--- config.mk ---
export PLATFORM = sky130hd
export DESIGN_NAME = gpio_edge_timestamp
export DESIGN_NICKNAME = d
export VERILOG_FILES = /design/src/rtl/gpio_edge_ts_pkg.sv /design/src/rtl/prim_fifo_sync.sv /design/src/rtl/gpio_edge_timestamp.sv
export SDC_FILE = /design/constraint.sdc
export NUM_CORES = 1
export LEC_CHECK = 0
export CELL_PAD_IN_SITES_DETAIL_PLACEMENT = 1
export CELL_PAD_IN_SITES_GLOBAL_PLACEMENT = 1
export CORE_ASPECT_RATIO = 0.75
export CORE_UTILIZATION = 56
export CTS_CLUSTER_SIZE = 8
export DETAILED_ROUTE_END_ITERATION = 8
export GPL_TIMING_DRIVEN = 0
export PLACE_DENSITY = 0.82
export SYNTH_ARGS = -nofsm -noshare
export SYNTH_HDL_FRONTEND = slang
export SYNTH_SLANG_ARGS = --single-unit
export TNS_END_PERCENT = 10
--- constraint.sdc ---
create_clock -name clk_i -period 18.66 [get_ports clk_i]
set_input_delay 2.799 -clock clk_i [delete_from_list [all_inputs] [get_ports clk_i]]
set_output_delay 2.799 -clock clk_i [all_outputs]
set_load 0.03 [all_outputs]
--- src/rtl/gpio_edge_ts_pkg.sv ---
// Shared types and constants for the GPIO change-capture block.
// Holds default sizes, the record layout and the drop-counter helper.
package gpio_edge_ts_pkg;

  localparam int unsigned DropCntWidth   = 16;
  localparam int unsigned DefaultWidth   = 32;
  localparam int unsigned DefaultTsWidth = 32;
  localparam int unsigned DefaultDepth   = 8;

  // Field order matches the FIFO data word: ts in the MSBs, changed mask in the LSBs.
  typedef struct packed {
    logic [DefaultTsWidth-1:0] ts;
    logic [DefaultWidth-1:0]   data;
    logic [DefaultWidth-1:0]   changed;
  } evt_rec_t;

  function automatic logic [DropCntWidth-1:0] sat_inc(input logic [DropCntWidth-1:0] v);
    return (&v) ? v : v + DropCntWidth'(1);
  endfunction

endpackage

--- src/rtl/prim_fifo_sync.sv ---
// Synchronous show-ahead FIFO with flush; accepts a write when full if a read happens that cycle.
// Read data is forced to zero while empty so outputs are deterministic after reset.
module prim_fifo_sync #(
  parameter int unsigned Width = 16,
  parameter bit          Pass  = 1'b0,
  parameter int unsigned Depth = 4
) (
  input  logic                     clk_i,
  input  logic                     rst_ni,
  input  logic                     clr_i,
  input  logic                     wvalid_i,
  output logic                     wready_o,
  input  logic [Width-1:0]         wdata_i,
  output logic                     rvalid_o,
  input  logic                     rready_i,
  output logic [Width-1:0]         rdata_o,
  output logic [$clog2(Depth):0]   depth_o
);

  localparam int unsigned PtrW   = $clog2(Depth);
  localparam int unsigned DepthW = PtrW + 1;

  logic [Width-1:0]  mem_q [Depth];
  logic [PtrW-1:0]   wptr_q, rptr_q;
  logic [DepthW-1:0] cnt_q, cnt_d;
  logic              fifo_rvalid, full, push, pop, pass_thru;

  assign fifo_rvalid = (cnt_q != '0);
  assign full        = (cnt_q == DepthW'(Depth));
  // A read in the same cycle frees the slot, so a full FIFO still accepts.
  assign wready_o    = ~full | rready_i;
  assign pop         = fifo_rvalid & rready_i;
  assign push        = wvalid_i & wready_o & ~pass_thru;
  assign depth_o     = cnt_q;

  always_comb begin
    rvalid_o  = fifo_rvalid;
    rdata_o   = fifo_rvalid ? mem_q[rptr_q] : '0;
    pass_thru = 1'b0;
    if (Pass && !fifo_rvalid) begin
      rvalid_o  = wvalid_i;
      rdata_o   = wvalid_i ? wdata_i : '0;
      pass_thru = wvalid_i & rready_i;
    end
  end

  always_comb begin
    cnt_d = cnt_q;
    if (clr_i) begin
      cnt_d = '0;
    end else begin
      cnt_d = cnt_q + DepthW'(push) - DepthW'(pop);
    end
  end

  always_ff @(posedge clk_i or negedge rst_ni) begin
    if (!rst_ni) begin
      wptr_q <= '0;
      rptr_q <= '0;
      cnt_q  <= '0;
    end else begin
      cnt_q <= cnt_d;
      if (clr_i) begin
        wptr_q <= '0;
        rptr_q <= '0;
      end else begin
        if (push) wptr_q <= wptr_q + PtrW'(1);
        if (pop)  rptr_q <= rptr_q + PtrW'(1);
      end
    end
  end

  always_ff @(posedge clk_i) begin
    if (push && !clr_i) mem_q[wptr_q] <= wdata_i;
  end

endmodule

--- src/rtl/gpio_edge_timestamp.sv ---
// Timestamped change capture on the filtered GPIO vector.
// Each masked pin change becomes a {ts, snapshot, changed} record queued for a consumer.
module gpio_edge_timestamp
  import gpio_edge_ts_pkg::*;
#(
  parameter int unsigned Width   = DefaultWidth,
  parameter int unsigned TsWidth = DefaultTsWidth,
  parameter int unsigned Depth   = DefaultDepth
) (
  input  logic                    clk_i,
  input  logic                    rst_ni,
  input  logic                    en_i,
  input  logic                    clear_i,
  input  logic [Width-1:0]        gpio_i,
  input  logic [Width-1:0]        mask_i,
  output logic                    evt_valid_o,
  input  logic                    evt_ready_i,
  output logic [Width-1:0]        evt_data_o,
  output logic [Width-1:0]        evt_changed_o,
  output logic [TsWidth-1:0]      evt_ts_o,
  output logic [$clog2(Depth):0]  depth_o,
  output logic                    overflow_o,
  output logic [DropCntWidth-1:0] drop_cnt_o
);

  localparam int unsigned RecWidth = TsWidth + 2 * Width;

  logic [Width-1:0]        gpio_q, change;
  logic                    primed_q;
  logic [TsWidth-1:0]      ts_q;
  logic                    push, wready, drop;
  logic                    overflow_q;
  logic [DropCntWidth-1:0] drop_cnt_q;
  logic [RecWidth-1:0]     rdata;

  assign change = (gpio_i ^ gpio_q) & mask_i;
  // primed_q masks the first post-reset sample, whose gpio_q is the reset value.
  assign push   = primed_q & en_i & ~clear_i & (|change);
  assign drop   = push & ~wready;

  always_ff @(posedge clk_i or negedge rst_ni) begin
    if (!rst_ni) begin
      gpio_q     <= '0;
      primed_q   <= 1'b0;
      ts_q       <= '0;
      overflow_q <= 1'b0;
      drop_cnt_q <= '0;
    end else begin
      gpio_q   <= gpio_i;
      primed_q <= 1'b1;
      ts_q     <= clear_i ? '0 : ts_q + TsWidth'(1);
      if (clear_i) begin
        overflow_q <= 1'b0;
        drop_cnt_q <= '0;
      end else if (drop) begin
        overflow_q <= 1'b1;
        drop_cnt_q <= sat_inc(drop_cnt_q);
      end
    end
  end

  prim_fifo_sync #(
    .Width (RecWidth),
    .Pass  (1'b0),
    .Depth (Depth)
  ) u_fifo (
    .clk_i    (clk_i),
    .rst_ni   (rst_ni),
    .clr_i    (clear_i),
    .wvalid_i (push),
    .wready_o (wready),
    .wdata_i  ({ts_q, gpio_i, change}),
    .rvalid_o (evt_valid_o),
    .rready_i (evt_ready_i),
    .rdata_o  (rdata),
    .depth_o  (depth_o)
  );

  assign evt_ts_o      = rdata[RecWidth-1 -: TsWidth];
  assign evt_data_o    = rdata[2*Width-1 -: Width];
  assign evt_changed_o = rdata[Width-1:0];
  assign overflow_o    = overflow_q;
  assign drop_cnt_o    = drop_cnt_q;

endmodule

======== Word level (Yosys, flattened, before mapping) ========
Memory sizes are Yosys's and may differ from the RTL's.
Cells that the tools add are included.
word-level totals
  input bits .............................. 69
  output and inout port bits .............. 118
  RAM bits ................................ 768
  memories kept ........................... 1
  word-level logic and storage cells ...... 52
  register bits ........................... 92
memories
  name          words  width  rd ports  clocked after memory_dff  write ports  line                  RTL
  u_fifo.mem_q  8      96     1         0                         1            prim_fifo_sync.sv:23  logic [Width-1:0] mem_q [Depth];
operators by class
  mux-type cells .......................... 14
  bitwise operators ....................... 12
  $add $sub $neg .......................... 6
  equality and inequality tests ........... 2
  reductions and logical operators ........ 9
operators with widths
  cell                                            number
  2-to-1 mux 96 bit                               1
  2-to-1 mux 16 bit                               3
  adder 32 x 1 -> 32 bit (second input constant)  1
  bitwise AND 32 bit                              1
  2-to-1 mux 32 bit                               1
  OR reduction 32 bit                             1
  XOR 32 bit                                      1
  adder 16 x 1 -> 16 bit (second input constant)  1
  AND reduction 16 bit                            1
  2-to-1 mux 3 bit                                4
  adder 3 x 1 -> 3 bit (second input constant)    2
  bitwise AND 1 bit                               6
  nonzero test 2 bit                              3
  adder 4 x 1 -> 4 bit                            1
  == test 4 bit (second input constant)           1
  2-to-1 mux 1 bit                                4
  2-to-1 mux 4 bit                                1
  nonzero test 4 bit                              1
  subtractor 4 x 1 -> 4 bit                       1
  NOT 1 bit                                       3
  != test 2 bit (second input constant)           1
  AND reduction 2 bit                             1
  logical AND 1 bit                               1
  logical NOT 1 bit                               1
  bitwise OR 1 bit                                1

======== Depth between registers and ports, before layout ========
  depth in word-level cells ............... 8
  gate-level depth with buffers ........... 14

======== Cells and area by module ========
From an unflattened synthesis, not the netlist that was laid out.
second synthesis, totals
  cell total of the unflattened synthesis .. 1575
  area total of the unflattened synthesis .. 33487.1 µm²
by module, submodules not included
  module               times used  seq. area each (µm²)  cells each  area each (µm²)
  prim_fifo_sync       1           23312.4               1196        29520.8
  gpio_edge_timestamp  1           2052.0                379         3966.3

======== Worst setup path before layout ========
Ideal clock, no wire load.
  path kind ............................... in2reg
  from .................................... input gpio_i[31]
  to ...................................... memory u_fifo.mem_q[4][0] (netlist name), enable pin
  path slack .............................. 4.262 ns
  data required time ...................... 17.840 ns
  cell stages on the path ................. 7
  buffers on the path ..................... 1
  library setup time ...................... 0.820 ns
  arrival ................................. 13.578 ns
  path through ............................ xor2_1 -> and2_1 -> nor2_1 -> nor4b_2 -> a31o_2 -> buf_2 -> nor4b_1
on the way
  word-level cells in the longest chain between the ends .. 8
ends and longest elaborated chain
  what                                    line                       RTL
  start, declared                         gpio_edge_timestamp.sv:14  input logic [Width-1:0] gpio_i,
  XOR 32 bit                              gpio_edge_timestamp.sv:36  assign change = (gpio_i ^ gpio_q) & mask_i;
  bitwise AND 32 bit                      gpio_edge_timestamp.sv:36
  named net change[31]                    gpio_edge_timestamp.sv:28  logic [Width-1:0] gpio_q, change;
  OR reduction 32 bit                     gpio_edge_timestamp.sv:38  assign push = primed_q & en_i & ~clear_i & (|change);
  bitwise AND 1 bit                       gpio_edge_timestamp.sv:38
  bitwise AND 1 bit                       prim_fifo_sync.sv:33       assign push = wvalid_i & wready_o & ~pass_thru;
  logical AND 1 bit                       prim_fifo_sync.sv:74       if (push && !clr_i) mem_q[wptr_q] <= wdata_i;
  2-to-1 mux 1 bit                        prim_fifo_sync.sv:74
  2-to-1 mux 1 bit (implied by the code)  prim_fifo_sync.sv:74
  end, declared                           prim_fifo_sync.sv:23
The timed path passes the listed nets, and every way through them passes these cells.

======== Final worst setup path ========
  from .................................... register u_fifo.cnt_q[2] (netlist: u_fifo.depth_o[2])
  to ...................................... output evt_ts_o[28]
on the way
  word-level cells in the longest chain between the ends .. 2
ends and longest elaborated chain
  what                    line                       RTL
  start, declared         prim_fifo_sync.sv:25       logic [DepthW-1:0] cnt_q, cnt_d;
  start signal, assigned  prim_fifo_sync.sv:62       cnt_q <= cnt_d;
  nonzero test 4 bit      prim_fifo_sync.sv:28       assign fifo_rvalid = (cnt_q != '0);
  2-to-1 mux 96 bit       prim_fifo_sync.sv:38       rdata_o = fifo_rvalid ? mem_q[rptr_q] : '0;
  end, declared           gpio_edge_timestamp.sv:20  output logic [TsWidth-1:0] evt_ts_o,
Every way passes these cells.

==> flow_summary.ini <==
[flow_run]
cap_violations = 0

[setup_path]
path_class = reg2out
crit_fanout = 10
worstSetupEndpointType = primary output
crit_arrival_ps = 4730
crit_required_ps = 15860
setup.worst_path.start_class = flip-flop

[run_status]
outcome = completed

[floorplanning]
num_rows = 77
die_x_um = 284.9
core_sq_um = 59150
dieArea_sq_um = 61030
pin_count = 187
die_y_um = 214.2
start_util = 0.5684

[sta]
whs_ps = 581.5
max_freq_mhz = 132.9
fin_crit_ps = 7525
fin_crit_sh = 0.4032
worstMarginPinSlew_ps = 1292
finalClockSkew_ps = 31.75
finalSetupViolCount = 0
hold_violations = 0
setup_ws_ps = 11140
slew_viol_final = 0
rsz0062_at_grt = no
maxSlewHeadroom = 0.1364

[global_route]
antenna_found_initial = 9
grt_start_max_net_pins = 56
grt.overflow.total = 0
grt_pass1_vias = 20750
grt_pass1_wl_mm = 149.6
groute.usage.overall = 0.3479

[clocking]
ctsResizeCount = 0
insertion_delay_ps = 700
cts_hold_buf = 0
clock-root-buffer = clkbuf_16
htree_num_levels = 3
cts.sinks = 860
clk_pin_slew_ps = 60
cts_made_buffers = 117
cts_setup_buffers = 0
cts_tree = done
clock_path_buffers = 3

[routing]
ant_nets = 0
vias = 20190
dr.pass1.iters = 5
wl_mm = 113.4
drtIter0Drc = 3080
via_per_inst = 6.792
drc = 0
drt-wirelength-per-cell_um = 38.15

[placed_design]
hpwl_mm = 61.33
port_buffers = 186
place_congestion = 0.7976
place_ws_ps = 11350

[synthesis]
yosysSeqAreaShare = 0.7544
synth_fp_nets = 1744
postSynthAreaPerCell_sq_um = 20.20
synth_edf_count = 768
yosys_warnings = 0
synth_async_sr_flop_share = 0.1070
synth_seq_cells = 860
synth.distinct_cells = 53
syn_area_sq_um = 33620
syn_inst = 1664
synth_compound_area_frac = 0.006140
synth_ff_type = edfxtp_1
synth-xor-area-share = 0.01641
synth_simple_gate_area_share = 0.04507
synth-adder-area-share = 0.004317
synth_top_family_by_area = multiplexers
synth_mux_area_frac = 0.1613

[final_layout]
area_growth_syn_to_layout_pct = 22.06
fillCellCount = 4749
nets = 2154
layout-drive-gt1-share = 0.2191

[pwr]
peakVddDrop_mv = 0.08661
leakage_nw = 13.57
power_density_nw_per_um2 = 143.5

[min_path]
hp-class = reg2reg
flip-flops by register name, indices dropped and copies added, names as in the netlist:
signal,cells
u_fifo.depth_o,4
ts_q,32
u_fifo.wptr_q,3
primed_q,1
u_fifo.mem_q,768
gpio_q,32
overflow_o,1
u_fifo.rptr_q,3
drop_cnt_o,16
Yosys cell counts, types with 11 or more instances:
master,n,area share
dfrtp_1,92,0.068
mux4_2,192,0.13
nor2b_1,11,0.0020
and2_1,30,0.0056
xor2_1,52,0.014
buf_1,22,0.0025
nand2_1,28,0.0031
nor2_1,147,0.016
buf_2,18,0.0027
nand3_1,20,0.0030
edfxtp_1,768,0.69
clkbuf_1,37,0.0041
inv_1,16,0.0018
xnor2_1,11,0.0029
mux2i_1,99,0.029
critical path, stage by stage, from the launching register on:
cell	delay (ps)
dfrtp_1	450
inv_1	160
ha_1	170
and2_1	130
clkbuf_1	850
clkbuf_1	740
clkbuf_1	610
nor2_1	250
clkdlybuf4s50_1	680
metal layers:
metal  vias to the layer above  share of wire  GRT usage
met2                      1851           0.47     0.5380
met4                         4          0.044     0.1364
met3                       334           0.11    0.09500
met1                     10490           0.37     0.4769
li1                       7512              -          -
met5                         -        0.00016          0
area by class of cell:
| type | count | area [sq um] | area share |
|---|---|---|---|
| clock inverters | 5 | 72.57 | 0.001768 |
| flip-flops and latches | 860 | 25360 | 0.6181 |
| well taps | 790 | 988.4 | 0.02409 |
| diodes | 6 | 15.01 | 0.0003659 |
| clock buffers | 217 | 3367 | 0.08205 |
| plain buffers | 80 | 350.3 | 0.008537 |
| inverters | 16 | 60.06 | 0.001463 |
| repair buffers | 291 | 2928 | 0.07134 |
| multi-input cells | 708 | 7893 | 0.1923 |
cell usage in the layout, fill, tap and decap left out, types with 5 or more instances in the layout:
cell type	Yosys	final
xnor2_1	11	11
and2_1	30	30
and3_1	5	5
a21oi_1	10	10
edfxtp_1	768	768
nor4b_2	3	5
xor2_1	52	52
dfrtp_1	92	92
nor2_1	147	146
mux2_4	5	5
nor2b_1	11	11
or4_1	6	6
buf_2	18	18
ha_1	10	10
clkdlybuf4s50_1	0	185
or3_1	8	8
inv_1	16	16
nand3_1	20	20
mux2i_1	99	99
clkbuf_16	0	120
nand2_1	28	28
diode_2	0	6
mux4_2	192	192
clkbuf_1	37	134
o21ai_0	8	8
buf_6	1	47
nor3_1	9	7
buf_12	1	5
buf_8	0	5
nor3_2	3	5
buf_4	1	51
buf_1	22	22
nand4_1	9	9
worst paths after layout:
kind                                              from                       endpoint  slack, ps  cells past startpoint
setup / recovery           u_fifo.depth_o[2]$_DFF_PN0_                   evt_ts_o[28]      11140                      8
hold / removal              drop_cnt_o[14]$_DFFE_PN0P_     drop_cnt_o[14]$_DFFE_PN0P_        580                      1
setup reg to reg           u_fifo.depth_o[2]$_DFF_PN0_  u_fifo.mem_q[2][23]$_DFFE_PP_      14060                     13
hold reg to reg             drop_cnt_o[14]$_DFFE_PN0P_     drop_cnt_o[14]$_DFFE_PN0P_        580                      1
max in group asynchronous                       rst_ni            gpio_q[0]$_DFF_PN0_      15580                      2
min in group asynchronous                       rst_ni      drop_cnt_o[9]$_DFFE_PN0P_       2230                      1
where the power goes:
part / leakage (nW) / internal, mW / switching, mW
clock: 1.63 / 1.21 / 0.889
sequential: 8.22 / 2.12 / 0.0215
combinational: 3.72 / 0.637 / 1.00
cells by family (layout without fill, tap and decap cells):
kind of cell | count (synthesis) | in the layout
adder cells (fa/ha/maj) | 11 | 11
AND/OR/NAND/NOR | 302 | 302
other | 1 | 7
AO/OA/AOI/OAI | 32 | 32
XOR/XNOR | 63 | 63
buffers and inverters | 96 | 609
multiplexers | 299 | 299
flip-flops | 860 | 860
per-stage QoR:
stage                     total power, mW    util  instance area (sq um)  cells  setup TNS, ps
final                               5.888  0.6937                  41040   2973              0
after global routing                5.984  0.6937                  41030   2971              0
after CTS                           5.805  0.6935                  41020   2967              0
after detailed placement            3.733  0.6353                  37580   2745              0
after global placement              3.676  0.6165                  36470   2640       -2161000
after floorplan                     3.115       -                  33620   1664              0
Note: power is estimated with default switching activity, not from simulation.
